--- src/rtl/stage_seq_ctrl.sv ---
// Stage sequencer: a 4-phase left/right handshake per instruction, with a latch-then-request
// pass over the class-enabled datapath stages. Optional retire counter: SEQ_INSTR_COUNT_EN.
module stage_seq_ctrl #(
    parameter int NUM_STAGES = 4,
    parameter int PULSE_W    = 2,
    parameter int CLASS_W    = 2,
    parameter logic [NUM_STAGES*(2**CLASS_W)-1:0] MASK_TABLE = 16'h9_9_F_F,
    parameter int CNT_W      = 16
) (
    input  logic                  clk,
    input  logic                  _rst,
    input  logic                  lr,
    output logic                  la,
    input  logic [CLASS_W-1:0]    cls,
    output logic                  rr,
    input  logic                  ra,
    output logic [NUM_STAGES-1:0] _latch,
    output logic [NUM_STAGES-1:0] stage_req,
    input  logic [NUM_STAGES-1:0] stage_ack,
    output logic                  busy
`ifdef SEQ_INSTR_COUNT_EN
    ,
    output logic [CNT_W-1:0]      instr_cnt
`endif
);

    localparam int SW = (NUM_STAGES > 1) ? $clog2(NUM_STAGES) : 1;
    localparam int CW = (PULSE_W > 1) ? $clog2(PULSE_W) : 1;
    localparam logic [CW-1:0] CNT_RELOAD = CW'(PULSE_W - 1);

    typedef enum logic [2:0] {
        IDLE,
        LATCH,
        REQ,
        RELEASE,
        OUT_REQ,
        OUT_REL,
        ACK
    } stateT;

    stateT                 state, stateNext;
    logic [SW-1:0]         stage, stageNext;
    logic [CW-1:0]         cnt, cntNext;
    logic [NUM_STAGES-1:0] maskQ, maskNext;
    logic [NUM_STAGES-1:0] maskSel;
    logic [SW-1:0]         lowestStage, higherStage;
    logic                  higherAny;
    logic [NUM_STAGES-1:0] latchNext, reqNext;

    // Class mask lookup plus two priority encoders: the first enabled stage of the
    // incoming class, and the next enabled stage above the one just finished.
    always_comb begin
        maskSel     = MASK_TABLE[int'(cls)*NUM_STAGES +: NUM_STAGES];
        lowestStage = '0;
        higherStage = '0;
        higherAny   = 1'b0;
        for (int i = NUM_STAGES - 1; i >= 0; i--) begin
            if (maskSel[i]) begin
                lowestStage = SW'(i);
            end
            if (maskQ[i] && (i > int'(stage))) begin
                higherStage = SW'(i);
                higherAny   = 1'b1;
            end
        end
    end

    always_comb begin
        stateNext = state;
        stageNext = stage;
        cntNext   = cnt;
        maskNext  = maskQ;
        unique case (state)
            IDLE: begin
                if (lr && !ra) begin
                    maskNext = maskSel;
                    cntNext  = CNT_RELOAD;
                    if (maskSel == '0) begin
                        stateNext = OUT_REQ;
                    end else begin
                        stageNext = lowestStage;
                        stateNext = LATCH;
                    end
                end
            end
            LATCH: begin
                if (cnt == '0) begin
                    stateNext = REQ;
                end else begin
                    cntNext = cnt - 1'b1;
                end
            end
            REQ: begin
                if (stage_ack[stage]) begin
                    stateNext = RELEASE;
                end
            end
            RELEASE: begin
                if (!stage_ack[stage]) begin
                    if (higherAny) begin
                        stageNext = higherStage;
                        cntNext   = CNT_RELOAD;
                        stateNext = LATCH;
                    end else begin
                        stateNext = OUT_REQ;
                    end
                end
            end
            OUT_REQ: begin
                if (ra) begin
                    stateNext = OUT_REL;
                end
            end
            OUT_REL: begin
                if (!ra) begin
                    stateNext = ACK;
                end
            end
            ACK: begin
                if (!lr) begin
                    stateNext = IDLE;
                end
            end
            default: stateNext = IDLE;
        endcase
    end

    // Outputs are decoded from the next state so they can be registered alongside it.
    always_comb begin
        latchNext = '0;
        reqNext   = '0;
        if (stateNext == LATCH) begin
            latchNext[stageNext] = 1'b1;
        end
        if (stateNext == REQ) begin
            reqNext[stageNext] = 1'b1;
        end
    end

    always_ff @(posedge clk or negedge _rst) begin
        if (!_rst) begin
            state     <= IDLE;
            stage     <= '0;
            cnt       <= '0;
            maskQ     <= '0;
            _latch    <= '0;
            stage_req <= '0;
            la        <= 1'b0;
            rr        <= 1'b0;
            busy      <= 1'b0;
        end else begin
            state     <= stateNext;
            stage     <= stageNext;
            cnt       <= cntNext;
            maskQ     <= maskNext;
            _latch    <= latchNext;
            stage_req <= reqNext;
            la        <= (stateNext == ACK);
            rr        <= (stateNext == OUT_REQ);
            busy      <= (stateNext != IDLE);
        end
    end

`ifdef SEQ_INSTR_COUNT_EN
    // One instruction retires on the ACK->IDLE edge; the count wraps naturally.
    always_ff @(posedge clk or negedge _rst) begin
        if (!_rst) begin
            instr_cnt <= '0;
        end else if (state == ACK && !lr) begin
            instr_cnt <= instr_cnt + 1'b1;
        end
    end
`endif

endmodule

--- config.mk ---
export PLATFORM = sky130hd
export DESIGN_NAME = stage_seq_ctrl
export DESIGN_NICKNAME = d
export VERILOG_FILES = /design/src/rtl/stage_seq_ctrl.sv
export SDC_FILE = /design/constraint.sdc
export NUM_CORES = 1
export LEC_CHECK = 0
export ABC_AREA = 1
export BUFFER_PORTS_ARGS = -buffer_cell sky130_fd_sc_hd__buf_2
export CAP_MARGIN = 5
export CORE_ASPECT_RATIO = 1.4
export CORE_MARGIN = 4
export CORE_UTILIZATION = 40
export CTS_CLUSTER_SIZE = 40
export DETAILED_ROUTE_END_ITERATION = 6
export PLACE_DENSITY = 0.63
export SLEW_MARGIN = 10
export SYNTH_ARGS = -nofsm -noshare
export SYNTH_HDL_FRONTEND = slang
export SYNTH_SLANG_ARGS = --single-unit
export TNS_END_PERCENT = 30
--- constraint.sdc ---
create_clock -name clk -period 1.6 [get_ports clk]
set_input_delay 0.32 -clock clk [delete_from_list [all_inputs] [get_ports clk]]
set_output_delay 0.32 -clock clk [all_outputs]
set_load 0.02 [all_outputs]
; ---- After elaboration in Yosys (flattened, before gate mapping)
; Index checks and enable logic that the tools add are counted.
[op_classes]
magnitude_cmp = 6
n_reduce_logical = 12
shifts = 1
mux = 36
eq_ne = 13
n_addsub = 1
[op_table]
columns = operator, n
row1 = $mux W3, 9
row2 = $mux W2, 11
row3 = $pmux W3 S7, 1
row4 = $shiftx A16 B5 Y4 const A, 1
row5 = $eq A3 B3 Y1 const B, 5
row6 = $eq A3 B2 Y1 const B, 3
row7 = $mux W1, 9
row8 = $mux W4, 2
row9 = $eq A3 B1 Y1 const B, 2
row10 = $lt A2 B3 Y1 const B, 2
row11 = $ne A2 B2 Y1 const B, 3
row12 = $reduce_bool A3 Y1, 2
row13 = $logic_and A1 B1 Y1, 5
row14 = $gt A2 B2 Y1 const A, 2
row15 = $logic_not A4 Y1, 1
row16 = $pmux W2 S2, 1
row17 = $reduce_and A4 Y1, 1
row18 = $logic_not A3 Y1, 1
row19 = $pmux W1 S3, 1
row20 = $bmux W1 S2, 1
row21 = $demux W1 S2, 1
row22 = $ge A2 B1 Y1 const B, 1
row23 = $gt A1 B2 Y1 const A, 1
row24 = $reduce_and A2 Y1, 1
row25 = other kinds (2), 2
[word_totals]
in_bits = 10
regBits = 21
out_inout_bits = 11
elab_cells = 78

; ---- Logic depth before layout (Yosys ltp)
[depth]
word_depth = 13
mapped_depth = 10
mapped_depth_nobuf = 10

; ---- Least setup slack after synthesis
; Ideal clock, no wire load.
[synth_path]
path_kind = flip-flop to flip-flop
from = register state[2]
to = register stage_req[1]
path_buffers = 0
required_time_ps = 1528
setup_slack_ps = 341
arrival_ps = 1187
path_stages_with_launch = 10
cell_sequence = dfrtp_1 > inv_2 > nand3_2 > inv_2 > nand3_1 > nor2_1 > inv_1 > nand2_2 > nand3_1 > nor2_1
[synth_between]
elab_chain_cells = 7
word_cells_on_any_way = 23
[synth_lines]
columns = item, line
row1 = from (decl), 41  ; stateT state, stateNext;
row2 = from (signal assigned), 152  ; state <= stateNext;
row3 = $eq A3 B2 Y1 / $logic_not A3 Y1 (equally long branches), 73  ; unique case (state)
row4 = $pmux W2 S2 *, 73
row5 = net stageNext[0], 42  ; logic [SW-1:0] stage, stageNext;
row6 = $lt A2 B3 Y1 (not written as such) / $ge A2 B1 Y1 (equally long branches), 136  ; reqNext[stageNext] = 1'b1;
row7 = $logic_and A1 B1 Y1 (not written as such), 136
row8 = $mux W1 (not written as such), 136
row9 = $demux W1 S2 *, 136
row10 = $mux W4 *, 135  ; if (stateNext == REQ) begin
row11 = net reqNext[1], 48  ; logic [NUM_STAGES-1:0] latchNext, reqNext;
row12 = to (signal assigned), 157  ; stage_req <= reqNext;
row13 = to (decl), 18  ; output logic [NUM_STAGES-1:0] stage_req,
; Mark *: on every way through the listed nets, which the timed path passes. The rest lies on a longest branch.
; A chain may end at the register's enable or synchronous reset.

; ---- Worst setup path in the final report
[layout_path]
from = register stage[0]
to = register stage_req[1]
[layout_between]
elab_chain_cells = 13
word_cells_on_any_way = 30
[layout_lines]
columns = item, line
row1 = from (decl), 42
row2 = from (signal assigned), 153  ; stage <= stageNext;
row3 = $gt A2 B2 Y1, 61  ; if (maskQ[i] && (i > int'(stage))) begin
row4 = $logic_and A1 B1 Y1, 61
row5 = $mux W2 / $mux W1 (equally long branches) (3 in a row), 61
row6 = $mux W2, 100  ; if (higherAny) begin
row7 = $mux W2, 99  ; if (!stage_ack[stage]) begin
row8 = $pmux W2 S2 *, 73
row9 = net stageNext[0], 42
row10 = $lt A2 B3 Y1 (not written as such) / $ge A2 B1 Y1 (equally long branches), 136
row11 = $logic_and A1 B1 Y1 (not written as such), 136
row12 = $mux W1 (not written as such), 136
row13 = $demux W1 S2 *, 136
row14 = $mux W4 *, 135
row15 = net reqNext[1], 48
; Mark *: on every way through the listed nets, which the timed path passes. The rest lies on a longest branch. The select of a mux whose other input is x is not followed.

==> reports/summary.md <==
The run finished with clean final reports. The number of pins with negative max-slew slack in the final report is 0. The cell type with the highest aggregate area in the netlist is sky130_fd_sc_hd__dfrtp_1.

The mean instance size in the synthesized netlist came out at 8.00 um^2. Number of ports placed on the die boundary: 21. The total power density per cell area was 1670 nW/um^2; the half-perimeter wire length of the detailed placement result was 1.55 mm.

The endpoint of the worst-slack reg-to-reg timing path is stage_req[1]. Startpoint kind of the worst setup timing path: a flip-flop. The highest fanout seen on the critical path came out at 7. The tools report the buffer levels on the longest clock path as 2. The clock reaches the later pin of the worst-skew pair after 290 ps.

The cell that appears most often on the critical path is sky130_fd_sc_hd__nor2_1. For the worst setup path, the data arrival time is 1640 ps. From left edge to right edge, the die measures 50.4 um. Setup violations remaining at the end of the flow were counted as 0.

The final critical-path share of the clock period works out to 0.883. The largest net degree at the start of global routing came out at 20. The number of iterations in the first detailed-routing pass is 4.

Fill cells in the final layout number 249. The number of buffers and inverters on the critical path is 2. The region available for standard cell placement spans 2390 um^2. Across the VDD grid, the largest voltage drop is 0.000705 V. The path class of the tightest hold or removal check is in -> reg.

The logs give 0.526 for the combinational share of power and 0 for the count of inserted antenna diode cells. The run gives 0 as the count of nets left with antenna violations after detail routing. Ranked by instance count, the synthesized netlist is headed by 26 x sky130_fd_sc_hd__nand2_1, 19 x sky130_fd_sc_hd__dfrtp_1, 16 x sky130_fd_sc_hd__nor2_1, 13 x sky130_fd_sc_hd__inv_1, 12 x sky130_fd_sc_hd__nand3_1. The count of clock tree sinks is 19. For the final database, setup skew stands at 4.71 ps.

The share of cells above drive strength 1 is 0.358. The floorplan step set the die height to 67.4 um. The initial antenna violation count was 0; the global-route wire length before repair was 3.28 mm.

Depth of the most critical reg-to-reg path: 9. The wire length per cell works out to 10.2 um. The overall die area is 3400 um^2, and the post-detailed-placement cell area is 1150 um^2. The tools report the critical path data required time as 1830 ps. The global placement routability congestion is 0.793, and the total of max-cap violations is 0. The run gives 136 as the net count after synthesis. The run gives 477 um^2 as the register cell area after layout. The sequential fraction of design power is 0.353. The tools report the worst hold endpoint as maskQ[2]. Internal power summed over all cells: 1060 uW. The kind of cell adding the most delay to the critical path is simple AND/OR/NAND/NOR gates. The deepest level of the CTS H-tree was 1; the yosys synthesis warning count was 0. Counting instances, the worst hold path has a depth of 2. The logs give 816 for the number of global-route vias before repair and 190 ps for the minimum setup slack among reg-to-reg paths. Setup repair after global routing left no endpoint under its margin. The worst setup path is captured at a flip-flop.

Using the TritonRoute via totals, the vias-per-cell ratio works out to 4.64. In this run, synthesis inferred 0 flip-flops with an integrated enable. Initial core utilization: 0.422. The most used flip-flop cell after synthesis is sky130_fd_sc_hd__dfrtp_1.

Counting every instance in the synthesized netlist gives 126. The worst relative slew slack was 0.718; the share of the synthesized area in the top cell type was 0.471. In the final timing run, aggregate negative setup slack is 0 ps.

The worst reg2reg path startpoint is stage[0]. The post-synthesis instance area was 1010 um^2. For the pin with the worst max-slew slack, the measured transition is 423 ps. TritonCTS built the clock tree. Total design power: 2000 uW.

For this design, the slowest cell found on the critical path is sky130_fd_sc_hd__dfrtp_1. The floorplan has 21 rows. The hold violation count in the final report was 0; the remaining global-route overflow was 0. The root buffer cell chosen for the clock tree is sky130_fd_sc_hd__clkbuf_4.

Yosys mapped the design onto 19 distinct sky130hd cell types. Among all cell types in the netlist, the one instantiated most often is sky130_fd_sc_hd__nand2_1. Input and output buffers added on the ports amount to 19. The DRC violations left is 0, and the fmax is 708 MHz. After detailed routing, the total wire length is 1.89 mm. Once the clock tree was built, the setup fixing pass inserted 0 buffers.

The share of synthesized area occupied by flip-flops and latches is 0.471, and the time the worst path needs with I/O delays and setup is 1410 ps. The largest incremental delay on the critical path came out at 460 ps. The finished cells cover 1190 um^2. The final layout contains 162 nets. The analysis attributes to cell leakage a power of 0.000670 uW.

The multi-input combinational cells in the finished layout cover a total of 457 um^2. The net switching power of the design was 943 uW. The synthesis-to-layout area growth was 18.5%; the switching share of power was 0.471. The synthesized design contains 19 register bits. The share of synthesized flip-flops with an asynchronous set or reset came out at 1.00.

Startpoint-to-endpoint class of the critical path: reg -> reg. The first routing iteration left 12 violations. The critical path goes through inv_2 -> nand2_1 -> nand3_2 -> nand2_4 -> nor2_1 -> inv_1 -> nand2_2 -> nand3_1 -> nor2_1.

Clock-pin slew was measured on the worst setup and hold paths at 110 ps. After synthesis, the cell types taking the most area are sky130_fd_sc_hd__dfrtp_1 47%, sky130_fd_sc_hd__nand2_1 9.7%, sky130_fd_sc_hd__nand3_2 6.9%, sky130_fd_sc_hd__nand3_1 6.0%, sky130_fd_sc_hd__nor2_1 6.0%. The run gives 0.125 as the global-route usage over all layers.

Worst min-delay path startpoint: cls[1]. The detailed router placed 859 vias in this run. The clock network fraction of design power is 0.121.

The number of buffers added by the clock tree synthesis step came out at 3.
-- registers in the layout, indices dropped and copies added (netlist names) --
signal     flops
busy           1
rr             1
cnt            1
stage          2
stage_req      4
state          3
_latch         4
maskQ          2
la             1
-- power groups by stage --
stage	clock network [uW]	logic, uW	registers, uW
after floorplan	0	759	776
after CTS	247	1060	706
final	241	1050	707
after global placement	0	1040	715
after global routing	270	1190	730
after detailed placement	0	1050	716
-- layer usage --
layer	wire length, um	global-route usage
met4	21	0.0572
met5	0	0
met3	75	0.0199
met1	815	0.141
met2	978	0.230
-- metrics by stage --
step,hold slack (ps),worst slack (ps),util,cells
after floorplan,24.4,341,-,126
after global placement,275,204,0.482,180
after detailed placement,283,183,0.482,180
after CTS,204,162,0.498,185
after global routing,225,9.67,0.500,185
final,204,188,0.500,185
-- timing repair --
| action | CTS | global route |
|---|---|---|
| endpoints found under the setup margin | 0 | 2 |
| hold endpoints to repair | 19 | 0 |
| gates resized for setup | 0 | 2 |
| hold buffers | 1 | 0 |
-- worst max path at each step --
stage / slack (ps) / depth (start not counted) / start / to
2_1_floorplan: 340 / 9 / state[2] / stage_req[1]
3_3_place_gp: 200 / 9 / state[0] / stage_req[1]
3_5_place_dp: 180 / 9 / stage[0] / stage_req[1]
4_1_cts: 160 / 9 / stage[0] / stage_req[1]
5_1_grt: 10 / 9 / stage[0] / stage_req[1]
6_report: 190 / 9 / stage[0] / stage_req[1]
-- logic make-up after synthesis --
group,Yosys count,share of synthesized area
AND/OR/NAND/NOR,78,0.404
buffers and inverters,21,0.0782
flip-flops,19,0.471
AO/OA/AOI/OAI,8,0.0459
-- final cells by class --
cell class              count  area share
flip-flops and latches     19       0.399
clock inverters             1     0.00419
multi-input cells          86       0.382
clock buffers               3      0.0188
well taps                  34      0.0356
inverters                  21      0.0660
repair buffers             21      0.0942
-- layout by cell type (no fill, tap or decap), types with 2 or more instances in the layout --
master                     synthesis  routed
sky130_fd_sc_hd__nand2_1          26      26
sky130_fd_sc_hd__nand4_1           3       3
sky130_fd_sc_hd__nand3_1          12      12
sky130_fd_sc_hd__inv_1            13      13
sky130_fd_sc_hd__nor2_1           16      15
sky130_fd_sc_hd__inv_2             8       8
sky130_fd_sc_hd__clkbuf_4          0       3
sky130_fd_sc_hd__a21oi_1           4       4
sky130_fd_sc_hd__buf_2             0      19
sky130_fd_sc_hd__dfrtp_1          19      18
sky130_fd_sc_hd__nand2_2           6       6
sky130_fd_sc_hd__nand3_2           7       7
sky130_fd_sc_hd__nor2_2            3       4
sky130_fd_sc_hd__nor3_1            2       2
Note: power is estimated with default switching activity, not from simulation.
